File: config.mk
export PLATFORM = sky130hd
export DESIGN_NAME = iob_cycle
export DESIGN_NICKNAME = d
export VERILOG_FILES = /design/src/rtl/iob_cycle.sv
export SDC_FILE = /design/constraint.sdc
export NUM_CORES = 1
export LEC_CHECK = 0
export ABC_CLOCK_PERIOD_IN_PS = 4070
export CELL_PAD_IN_SITES_DETAIL_PLACEMENT = 0
export CELL_PAD_IN_SITES_GLOBAL_PLACEMENT = 1
export CORE_ASPECT_RATIO = 0.9
export CORE_UTILIZATION = 44
export DETAILED_ROUTE_END_ITERATION = 10
export PLACE_DENSITY = 0.91
export SLEW_MARGIN = 20
export SYNTH_ARGS = -nofsm -noshare
export SYNTH_HDL_FRONTEND = slang
export SYNTH_SLANG_ARGS = --single-unit
File: constraint.sdc
create_clock -name CLK -period 4.07 [get_ports CLK]
set_input_delay 0.407 -clock CLK [delete_from_list [all_inputs] [get_ports CLK]]
set_output_delay 0.407 -clock CLK [all_outputs]
set_load 0.03 [all_outputs]
File: src/rtl/iob_cycle.sv
// I/O-bus cycle sequencer: address/data strobe timing, device wait and acknowledge.
// Optional IOB_TIMEOUT_EN adds a WAITDEV timeout that terminates the cycle with IOBERR.
module iob_cycle #(
    parameter int unsigned SETUP_CYC   = 1,
    parameter int unsigned STROBE_CYC  = 4,
    parameter int unsigned HOLD_CYC    = 1,
    parameter int unsigned TIMEOUT_CYC = 64
) (
    input  logic CLK,
    input  logic nRES,
    input  logic ASActive,
    input  logic IOCS,
    input  logic IACS,
    input  logic nWE,
    input  logic IOWait,
    output logic nIOAS,
    output logic nIODS,
    output logic IORnW,
    output logic IOIACK,
    output logic IOACK,
    output logic IOBERR,
    output logic IOBusy
);

    typedef enum logic [2:0] {
        IDLE,
        SETUP,
        STROBE,
        WAITDEV,
        HOLD,
        ACK
    } state_t;

    localparam logic [3:0] SETUP_LD  = 4'(SETUP_CYC - 1);
    localparam logic [3:0] STROBE_LD = 4'(STROBE_CYC - 1);
    localparam logic [3:0] HOLD_LD   = 4'(HOLD_CYC - 1);

    state_t     state;
    logic [3:0] cnt;
    // Aborted cycles pass through HOLD but must never reach ACK.
    logic       aborted;

`ifdef IOB_TIMEOUT_EN
    localparam logic [7:0] TO_LAST = 8'(TIMEOUT_CYC - 1);
    logic [7:0] tcnt;
    logic       err;
    logic       berr;
    assign IOBERR = berr;
`else
    assign IOBERR = 1'b0;
`endif

    always_ff @(posedge CLK or negedge nRES) begin
        if (!nRES) begin
            state   <= IDLE;
            cnt     <= '0;
            aborted <= 1'b0;
            nIOAS   <= 1'b1;
            nIODS   <= 1'b1;
            IORnW   <= 1'b1;
            IOIACK  <= 1'b0;
            IOACK   <= 1'b0;
            IOBusy  <= 1'b0;
`ifdef IOB_TIMEOUT_EN
            tcnt    <= '0;
            err     <= 1'b0;
            berr    <= 1'b0;
`endif
        end else begin
            case (state)
                IDLE: begin
                    if (ASActive && IOCS) begin
                        state   <= SETUP;
                        cnt     <= SETUP_LD;
                        aborted <= 1'b0;
                        IORnW   <= nWE;
                        IOIACK  <= IACS;
                        nIOAS   <= 1'b0;
                        IOBusy  <= 1'b1;
                    end
                end
                SETUP: begin
                    if (!ASActive) begin
                        state   <= HOLD;
                        cnt     <= HOLD_LD;
                        aborted <= 1'b1;
                        nIOAS   <= 1'b1;
                        nIODS   <= 1'b1;
                    end else if (cnt == '0) begin
                        state <= STROBE;
                        cnt   <= STROBE_LD;
                        nIODS <= 1'b0;
                    end else begin
                        cnt <= cnt - 4'd1;
                    end
                end
                STROBE: begin
                    if (!ASActive) begin
                        state   <= HOLD;
                        cnt     <= HOLD_LD;
                        aborted <= 1'b1;
                        nIOAS   <= 1'b1;
                        nIODS   <= 1'b1;
                    end else if (cnt == '0) begin
                        if (IOWait) begin
                            state <= WAITDEV;
`ifdef IOB_TIMEOUT_EN
                            tcnt  <= '0;
`endif
                        end else begin
                            state <= HOLD;
                            cnt   <= HOLD_LD;
                            nIOAS <= 1'b1;
                            nIODS <= 1'b1;
                        end
                    end else begin
                        cnt <= cnt - 4'd1;
                    end
                end
                WAITDEV: begin
                    if (!ASActive) begin
                        state   <= HOLD;
                        cnt     <= HOLD_LD;
                        aborted <= 1'b1;
                        nIOAS   <= 1'b1;
                        nIODS   <= 1'b1;
                    end else if (!IOWait) begin
                        state <= HOLD;
                        cnt   <= HOLD_LD;
                        nIOAS <= 1'b1;
                        nIODS <= 1'b1;
`ifdef IOB_TIMEOUT_EN
                    end else if (tcnt == TO_LAST) begin
                        state <= HOLD;
                        cnt   <= HOLD_LD;
                        err   <= 1'b1;
                        nIOAS <= 1'b1;
                        nIODS <= 1'b1;
                    end else begin
                        tcnt <= tcnt + 8'd1;
`endif
                    end
                end
                HOLD: begin
                    if (cnt == '0) begin
                        if (ASActive && !aborted) begin
                            state <= ACK;
`ifdef IOB_TIMEOUT_EN
                            IOACK <= !err;
                            berr  <= err;
`else
                            IOACK <= 1'b1;
`endif
                        end else begin
                            state  <= IDLE;
                            IOBusy <= 1'b0;
`ifdef IOB_TIMEOUT_EN
                            err    <= 1'b0;
`endif
                        end
                    end else begin
                        cnt <= cnt - 4'd1;
                    end
                end
                ACK: begin
                    if (!ASActive) begin
                        state  <= IDLE;
                        IOACK  <= 1'b0;
                        IOBusy <= 1'b0;
`ifdef IOB_TIMEOUT_EN
                        berr   <= 1'b0;
                        err    <= 1'b0;
`endif
                    end
                end
                default: begin
                    state  <= IDLE;
                    nIOAS  <= 1'b1;
                    nIODS  <= 1'b1;
                    IOACK  <= 1'b0;
                    IOBusy <= 1'b0;
                end
            endcase
        end
    end

endmodule

==> out/results.md <==
### Outcome
• complete, no violations — outcome

### Synth
• 129 — post-synthesis net count
• 0.325 — sequential cell area fraction in the yosys report
• compound AO/OA/AOI/OAI gates — main combinational cell family by area after synthesis
• 0 — post-synthesis xor/xnor area fraction
• 1.00 — async set or reset register ratio after synthesis
• 0.0230 — adder-cell share of the synthesized area
• 0.305 — compound-gate portion of the synthesized area
• sky130_fd_sc_hd__dfrtp_1 — most used flip-flop cell after synthesis
• 0.253 — share of the synthesized area in the top cell type
• 1090 um^2 — synthesized cell area
• 120 — Syn Inst Count
• 52 — number of library cell types mapped by synthesis
• 14 — Synth Register Bits
• 0 — Post-synth EDFFs
• 0.0437 — share of cell area taken by muxes after synthesis
• sky130_fd_sc_hd__dfrtp_1 25%, sky130_fd_sc_hd__dfstp_2 7.2%, sky130_fd_sc_hd__a21oi_1 6.0% — cell types with the largest area share after synthesis
• 9.07 um^2 — Avg Inst Size Synth
• 0.223 — share of synthesized cell area in and, or, nand and nor gates
• 0 — synth warn
• sky130_fd_sc_hd__dfrtp_1 — dominant cell type by area after synthesis

### Power
• 0.109 — Clock Power Share
• 0.474 — switching power share of the total
• 0.316 — Reg power frac
• 828 nW/um^2 — PwrDens
• 525 uW — design internal power
• 0.575 — share of power burned in combinational logic
• 473 uW — net switching power figure
• 0.000483 uW — P_leak
• 0.480 mV — Max rail drop VDD

### Timing
• 485 MHz — highest clock rate
• false — setup repair after global routing missed its margin
• 0.506 — share of the clock period used by the worst path after layout
• 0 ps — Total Neg Setup Slack
• 687 ps — Worst Max-Slew Pin Slew
• 0 — final setup vio count
• 0 — Final Hold Violating Endpoints
• 2060 ps — min Tclk post-route
• 0 — Final Max Tran Viols
• 3.01 ps — largest clock skew in the final design
• 0.540 — Max transition margin

### Setup path
• 2010 ps — worst setup slack for register-to-register paths
• 6 — FF-to-FF path depth
• flop — Startpoint Class
• 2250 ps — WP data arrival
• 4260 ps — required time of the critical path
• flop — endpoint class of the critical path
• 10 — top fanout value on the critical path
• IOACK — reg-to-reg endpoint
• flop to flop — category of the most critical setup path
• cnt[0] — reg2reg start

### Global routing
• 0 — initial antenna violation count
• 4240 um — first-pass GRT wire length
• 0 — overall overflow remaining after global route
• 25 — maximum number of pins on one net before global-route repair
• 888 — number of global-route vias before repair
• 0.221 — total track usage

### Floorplan
• 16 — row count
• 2260 um^2 — Core ar.
• 49.2 um — height of the die
• 2680 um^2 — area enclosed by the die boundary
• 54.4 um — x dimension of the die
• 0.481 — initial core utilization
• 14 — IO Pins

### Drt
• 0 — DRC errors left
• 6.46 — post-detailed-route via-to-cell ratio
• 16.2 um — routed len/inst
• 2470 um — routed wire length
• 0 — remaining number of nets flagged by the antenna check after routing
• 51 — 1st-iter DRT viols
• 4 — first drt pass iteration count
• 982 — total via count in the routed design

### Clock tree
• 0 — number of post-CTS setup repair buffers
• built — clock tree from TritonCTS
• 100 ps — clock transition time at the flip-flop clock pins of the worst setup and hold paths
• 0 — post-cts sizing count
• 1 — maximum level of the CTS H-tree
• 2 — worst-case clock buffer depth
• 0 — hold buffer count at CTS
• sky130_fd_sc_hd__clkbuf_4 — root cell of the clock tree
• 300 ps — clock network latency to the later pin of the worst-skew pair
• 3 — TritonCTS buffer count
• 14 — CTS sink cnt

### Place
• 1600 um — placed wire-length estimate
• 0.839 — gpl congestion
• 148 — cell count after placement
• 12 — count of input and output buffers

### Hold path
• input pin to asynchronous set/reset pin — worst hold path type

### Cells and area
• 0 — antenna cells
• 152 — final cell count without fillers
• 217 — Fillers
• 135 — final layout net count
• 0.152 — proportion of layout cells with a drive suffix above 1
• 10.8% — area delta synth->final

### Run
• 0 — total of max-cap violations

[flip-flops by register name (all words and copies together) (netlist names)]
register and count:
IOBusy 1, IOACK 1, state 3, IOIACK 1, aborted 1, nIODS 1
nIOAS 1, cnt 4, IORnW 1
[cells by family (layout without fill, tap and decap cells)]
family / after synthesis / count (layout)
DFF: 14 / 14
and+or+nand+nor: 40 / 40
muxes: 4 / 4
AOI/OAI and AO/OA: 45 / 45
buffers and inverters: 14 / 19
adders and majority gates: 2 / 2
other: 1 / 1
[cells in the final DEF (no fill, tap or decap), types with 2 or more instances in the layout]
cell type                          n
sky130_fd_sc_hd__nand3_1           7
sky130_fd_sc_hd__nor4bb_1          2
sky130_fd_sc_hd__nand4b_1          2
sky130_fd_sc_hd__o211ai_2          2
sky130_fd_sc_hd__o21ai_0           6
sky130_fd_sc_hd__o21a_1            2
sky130_fd_sc_hd__ha_1              2
sky130_fd_sc_hd__a31oi_1           2
sky130_fd_sc_hd__inv_1             3
sky130_fd_sc_hd__clkdlybuf4s50_1  12
sky130_fd_sc_hd__nor2b_1           2
sky130_fd_sc_hd__dfstp_2           3
sky130_fd_sc_hd__nor2_1            4
sky130_fd_sc_hd__a211o_1           2
sky130_fd_sc_hd__mux2_2            2
sky130_fd_sc_hd__a21o_1            2
sky130_fd_sc_hd__nand2b_1          3
sky130_fd_sc_hd__nand2_1           9
sky130_fd_sc_hd__o221ai_1          2
sky130_fd_sc_hd__clkbuf_4          3
sky130_fd_sc_hd__a21oi_1          13
sky130_fd_sc_hd__dfrtp_1          11
[worst max path at each step]
stage | from | cells past startpoint | slack, ps | to
after global routing | ASActive | 5 | 1890 | cnt[1]
after global placement | ASActive | 5 | 1840 | cnt[1]
after detailed placement | ASActive | 5 | 1770 | cnt[1]
after CTS | cnt[0] | 6 | 2030 | IOACK
final | cnt[0] | 6 | 2010 | IOACK
after floorplan | cnt[0] | 7 | 2300 | IOACK
[power by group through the flow]
stage          sequential [uW]  clock [uW]  combinational (uW)
4_1_cts                    313         109                 573
2_1_floorplan              312           0                 456
5_1_grt                    330         114                 628
6_report                   316         108                 574
3_3_place_gp               314           0                 569
3_5_place_dp               315           0                 569
[layout make-up]
cell class / instances / area (um^2) / area share
repair buffers: 12 / 120 / 0.0996
well taps: 27 / 33.8 / 0.0280
clock buffers: 4 / 36.3 / 0.0301
multi-input cells: 92 / 651 / 0.539
flip-flops and latches: 14 / 354 / 0.294
inverters: 3 / 11.3 / 0.00934
[critical path: stages, from the launching register on]
cell and delay [ps]:
sky130_fd_sc_hd__dfrtp_1 450, sky130_fd_sc_hd__inv_1 130, sky130_fd_sc_hd__ha_1 160, sky130_fd_sc_hd__or3b_1 570, sky130_fd_sc_hd__nor3_4 240, sky130_fd_sc_hd__o31ai_2 80, sky130_fd_sc_hd__mux2_4 330
[cells in the mapped netlist (2+ instances only)]
cell type / count
sky130_fd_sc_hd__a21oi_1: 13
sky130_fd_sc_hd__dfrtp_1: 11
sky130_fd_sc_hd__nand2_1: 9
sky130_fd_sc_hd__nand3_1: 7
sky130_fd_sc_hd__o21ai_0: 6
sky130_fd_sc_hd__buf_2: 4
sky130_fd_sc_hd__nor2_1: 4
sky130_fd_sc_hd__buf_6: 3
sky130_fd_sc_hd__clkbuf_1: 3
sky130_fd_sc_hd__dfstp_2: 3
sky130_fd_sc_hd__inv_1: 3
sky130_fd_sc_hd__nand2b_1: 3
sky130_fd_sc_hd__a211o_1: 2
sky130_fd_sc_hd__a21o_1: 2
sky130_fd_sc_hd__a31oi_1: 2
sky130_fd_sc_hd__ha_1: 2
sky130_fd_sc_hd__mux2_2: 2
sky130_fd_sc_hd__nand4b_1: 2
sky130_fd_sc_hd__nor2b_1: 2
sky130_fd_sc_hd__nor4bb_1: 2
sky130_fd_sc_hd__o211ai_2: 2
sky130_fd_sc_hd__o21a_1: 2
sky130_fd_sc_hd__o221ai_1: 2
[metal layers]
layer / global-route usage / vias up / part of all wire
met2: 0.295 / 36 / 0.45
met3: 0.0530 / 9 / 0.055
met5: 0 / - / 0
met1: 0.327 / 473 / 0.47
li1: - / 464 / -
met4: 0.107 / 0 / 0.027
[through the flow]
stage          utilization  instance area, um^2  setup slack, ps  hold slack, ps  power (uW)
2_1_floorplan            -                 1090             2300             111         768
3_3_place_gp         0.517                 1170             1840             494         883
3_5_place_dp         0.517                 1170             1770             509         884
4_1_cts              0.533                 1210             2030             523         996
5_1_grt              0.533                 1210             1890             530        1070
6_report             0.533                 1210             2010             513         998
Power figures use the tool's default switching activity.
